### config.mk
export PLATFORM = sky130hd
export DESIGN_NAME = mem_access_unit
export DESIGN_NICKNAME = d
export VERILOG_FILES = /design/src/rtl/mem_access_unit.sv
export SDC_FILE = /design/constraint.sdc
export NUM_CORES = 1
export LEC_CHECK = 0
export ABC_AREA = 1
export CORE_ASPECT_RATIO = 0.7
export CORE_UTILIZATION = 45
export DETAILED_ROUTE_END_ITERATION = 12
export GPL_TIMING_DRIVEN = 0
export PLACE_DENSITY = 0.92
export SYNTH_ARGS = -nofsm -noshare
export SYNTH_HDL_FRONTEND = slang
export SYNTH_SLANG_ARGS = --single-unit
### constraint.sdc
create_clock -name clk -period 2.6 [get_ports clk]
set_input_delay 0.26 -clock clk [delete_from_list [all_inputs] [get_ports clk]]
set_output_delay 0.26 -clock clk [all_outputs]
set_load 0.05 [all_outputs]
### src/rtl/mem_access_unit.sv
`default_nettype none
// ============================================================================
// Module   : mem_access_unit
// Brief    : MEM-stage load/store to req/ack data-bus bridge with pipeline stall.
//            Optional macro MEM_TIMEOUT_EN adds a bus_ack timeout with bus_err.
// Revision : 1.0 - initial release
// ============================================================================
module mem_access_unit #(
    parameter int unsigned  TIMEOUT  = 255,
    parameter logic [31:0]  ERR_DATA = 32'hDEADBEEF
) (
    input  logic        clk,
    input  logic        rst,
    input  logic [31:0] AluOutM,
    input  logic [31:0] StoreDataM,
    input  logic [3:0]  MemWriteM,
    input  logic        MemReadM,
    output logic        bus_req,
    output logic        bus_we,
    output logic [31:0] bus_addr,
    output logic [31:0] bus_wdata,
    output logic [3:0]  bus_wstrb,
    input  logic        bus_ack,
    input  logic [31:0] bus_rdata,
    output logic [31:0] RamDataM,
    output logic        StallM,
    output logic        bus_err
);

    typedef enum logic [1:0] {
        IDLE = 2'd0,
        REQ  = 2'd1,
        DONE = 2'd2
    } state_t;

    localparam logic [7:0] c_TIMEOUT_LAST = 8'(TIMEOUT - 1);

    state_t      state_q, state_d;
    logic [31:0] addr_q,  addr_d;
    logic [31:0] wdata_q, wdata_d;
    logic [3:0]  wstrb_q, wstrb_d;
    logic        we_q,    we_d;
    logic [31:0] rdata_q, rdata_d;
    logic        w_access;
    logic        w_timeout;

    assign w_access = MemReadM | (MemWriteM != 4'b0000);

`ifdef MEM_TIMEOUT_EN
    logic [7:0] cnt_q, cnt_d;

    // An ack in the timeout cycle completes normally, so it masks the timeout.
    assign w_timeout = (state_q == REQ) && !bus_ack && (cnt_q == c_TIMEOUT_LAST);

    always_comb begin
        cnt_d = cnt_q;
        if (state_q != REQ) begin
            cnt_d = 8'd0;
        end else if (!bus_ack) begin
            cnt_d = cnt_q + 8'd1;
        end
    end

    always_ff @(posedge clk) begin
        if (rst) begin
            cnt_q <= 8'd0;
        end else begin
            cnt_q <= cnt_d;
        end
    end

    assign bus_err = w_timeout;
`else
    logic [7:0] w_unused_timeout;

    assign w_unused_timeout = c_TIMEOUT_LAST;
    assign w_timeout        = 1'b0;
    assign bus_err          = 1'b0;
`endif

    always_comb begin
        state_d = state_q;
        addr_d  = addr_q;
        wdata_d = wdata_q;
        wstrb_d = wstrb_q;
        we_d    = we_q;
        rdata_d = rdata_q;
        case (state_q)
            IDLE: begin
                if (w_access) begin
                    // Lanes beyond byte 3 are simply dropped: no misalignment trap.
                    addr_d  = {AluOutM[31:2], 2'b00};
                    wstrb_d = MemWriteM << AluOutM[1:0];
                    wdata_d = StoreDataM << {AluOutM[1:0], 3'b000};
                    we_d    = (MemWriteM != 4'b0000);
                    state_d = REQ;
                end
            end
            REQ: begin
                if (bus_ack) begin
                    if (!we_q) begin
                        rdata_d = bus_rdata;
                    end
                    state_d = DONE;
                end else if (w_timeout) begin
                    if (!we_q) begin
                        rdata_d = ERR_DATA;
                    end
                    state_d = DONE;
                end
            end
            DONE: begin
                state_d = IDLE;
            end
            default: begin
                state_d = IDLE;
            end
        endcase
    end

    always_ff @(posedge clk) begin
        if (rst) begin
            state_q <= IDLE;
            addr_q  <= 32'd0;
            wdata_q <= 32'd0;
            wstrb_q <= 4'd0;
            we_q    <= 1'b0;
            rdata_q <= 32'd0;
        end else begin
            state_q <= state_d;
            addr_q  <= addr_d;
            wdata_q <= wdata_d;
            wstrb_q <= wstrb_d;
            we_q    <= we_d;
            rdata_q <= rdata_d;
        end
    end

    // DONE is the single cycle in which the pipeline is allowed to advance.
    assign StallM    = w_access & (state_q != DONE);
    assign bus_req   = (state_q == REQ);
    assign bus_we    = we_q;
    assign bus_addr  = addr_q;
    assign bus_wdata = wdata_q;
    assign bus_wstrb = wstrb_q;
    assign RamDataM  = rdata_q;

endmodule
`default_nettype wire

==> results.cfg <==
[sta]
finalSetupViolCount = 0
min_period_ps = 2406
worst_slew_pin_slew_ps = 599.4
fin_worst_skew_ps = 5.893
grt_setup_unrepaired = no
slew_headroom_pct = 60.04
maxSlewViolCount = 0
hold_violations = 0
fin_setup_tns_ps = 0
fmax_mhz = 415.6
finalCritPeriodShare_pct = 92.54

[clock_tree]
htreeDepth = 3
ctsLongestPathBuffers = 2
cts.sinks = 101
clkLatencyLatePin_ps = 330
ctsHoldBuffers = 0
cts_inserted_buffers = 9
cts.clk_slew.worst_paths_ps = 70
cts_tree = done
cts-root-buf = clkbuf_16

[cells_and_area]
fin_nets = 1036
syn2layout_area_growth_pct = 52.73
finalNonFillerCells = 1065
antenna_cells = 0
fin_util_pct = 72.37
drive_gt1_share_pct = 5.977

[drt]
wl_per_cell_um = 13.61
wirelength_um = 14490
drc_errors = 0
antenna_left = 0
drtIter0Drc = 438
dr.pass1.iters = 6
via_per_inst = 4.859
vias = 5175

[floorplanning]
fp.dieW_um = 124.1
fp.dieH_um = 87.47
start_util_pct = 47.39
rows = 30
dieArea_sq_mm = 0.01085
io_pins = 208
core-area_sq_mm = 0.009910

[run_status]
status = finished, final reports clean

[placed_design]
dp.cells = 1049
gp_congestion = 0.9653
io_buffers = 202
hpwlAfterDp_um = 11310

[synth]
synthTopCellsByArea = dfxtp_1, nand2_1, nor2_1, nand3_1, nand3b_1
syn_inst = 717
yosysTopAreaCellShare_pct = 43.06
syn_area_sq_mm = 0.004696
ys_seq_area_share_pct = 43.06
async_reset_ff_share_pct = 0
synth_largest_area_cell = dfxtp_1
synthDistinctLibCells = 22
synth_edf_count = 0
synthFlopType = dfxtp_1
synth.avg_cell_area_sq_um = 6.549
ys_warn_count = 0
ys_ff_latch = 101

[job]
cap_violations = 0

[setup_path]
crit_chain = clkdlybuf4s50_1, nor2_2, nand3_2, buf_2, buf_6, nand2_1, inv_1, dlygate4sd2_1
critPathTopFamily = buffers and inverters
cp.required_ps = 2340
path_buf_inv = 5
setup.worst_path.end_class = output pin
critPathMaxFanout = 10
critPathMaxStageDelay_ps = 610
cp_slowest_cell = clkdlybuf4s50_1
critPathKind = input port to output pin
crit_arrival_ps = 2150
critPathLaunchType = input port

[grt]
grt_max_degree = 19
antenna_found_initial = 0
overflow = 0
grt_pass1_vias = 4661
grtUsageTotal_pct = 26.66
grt_first_pass_wirelength_um = 22380

[pwr]
ir_drop_mv = 0.4397
p_leak_nw = 3.291
p_per_area_mw_per_mm2 = 651.3

[min_path]
min_path_type = input port to register
where the power goes:
group	switching (W)	total, W	internal [W]
registers	0.0000844	0.00178	0.00170
logic	0.00102	0.00162	0.000597
clock network	0.000599	0.00127	0.000667
total	0.00171	0.00467	0.00296
metrics by stage:
stage | hold slack (ps) | power, W | instance area [sq um] | setup WS [ps]
2_1_floorplan | 329.1 | 0.002834 | 4703 | 1229
3_3_place_gp | 448.7 | 0.003406 | 6885 | -69.66
3_5_place_dp | 463.7 | 0.003431 | 6885 | -83.27
4_1_cts | 375.3 | 0.004696 | 7172 | 195.3
5_1_grt | 398.2 | 0.004910 | 7172 | 119.3
6_report | 395.7 | 0.004671 | 7172 | 194.0
timing repair:
action	CTS	global route
setup buffers	0	0
endpoints found under the setup margin	1	0
resized for setup	1	0
kinds of logic after synthesis:
group | count (synthesis) | synth area share (%)
compound gates | 34 | 3.624
other cells | 1 | 0.07986
flops | 101 | 43.06
buf+inv | 95 | 9.539
simple gates | 486 | 43.70
synthesized netlist by cell type (4+ instances only):
library cell  number
buf_6              4
nand3b_1          30
inv_2              5
inv_1             39
buf_2             13
nand3_1           54
dfxtp_1          101
nor2_1           196
nand2_1          198
clkbuf_1          19
buf_4             12
o21ai_0           32
final cells by class:
class,count,area [sq um]
Fill cell,832,2738
Multi-Input combinational cell,523,2233
Sequential cell,101,2022
Timing Repair Buffer,202,2021
Buffer,50,279.0
Clock buffer,10,229.0
Inverter,45,168.9
Tap cell,128,160.2
Clock inverter,6,58.81
worst paths after layout:
check	to	cells past startpoint	slack, ps	start
min reg2reg	bus_addr[8]$_SDFFE_PP0P_	2	480	bus_addr[8]$_SDFFE_PP0P_
max	StallM	8	190	MemWriteM[0]
max reg2reg	bus_wdata[30]$_SDFFE_PP0P_	6	1170	state_q[1]$_SDFFE_PP0P_
min	bus_wdata[27]$_SDFFE_PP0P_	5	400	AluOutM[1]
cells in the final DEF (no fill, tap or decap), drive strengths merged:
cell / instances
a21oi: 2
nand3: 55
clkdlybuf4s50: 201
nand2: 199
clkbuf: 29
clkinvlp: 1
nor2: 200
inv: 45
conb: 3
nand3b: 31
buf: 31
dfxtp: 101
nor4: 1
clkinv: 5
dlygate4sd2: 1
o21ai: 32
per-layer routing:
metal  GRT usage (%)  part of all wire (%)
met1           34.86                    44
met2           42.64                    44
met3           8.573                    10
met4           6.061                   2.0
met5               0                     0
state kept, by name, summed over array words and instances, names as in the netlist:
register	cells
bus_addr	30
bus_wdata	32
RamDataM	32
state_q	2
bus_we	1
bus_wstrb	4
tightest hold or removal path: stages:
cell and delay (ps):
buf_4 160, nand3_1 90, nand2_1 50, nor2_1 80, nor2_1 50
No activity file was read; power rests on OpenSTA's default activity.
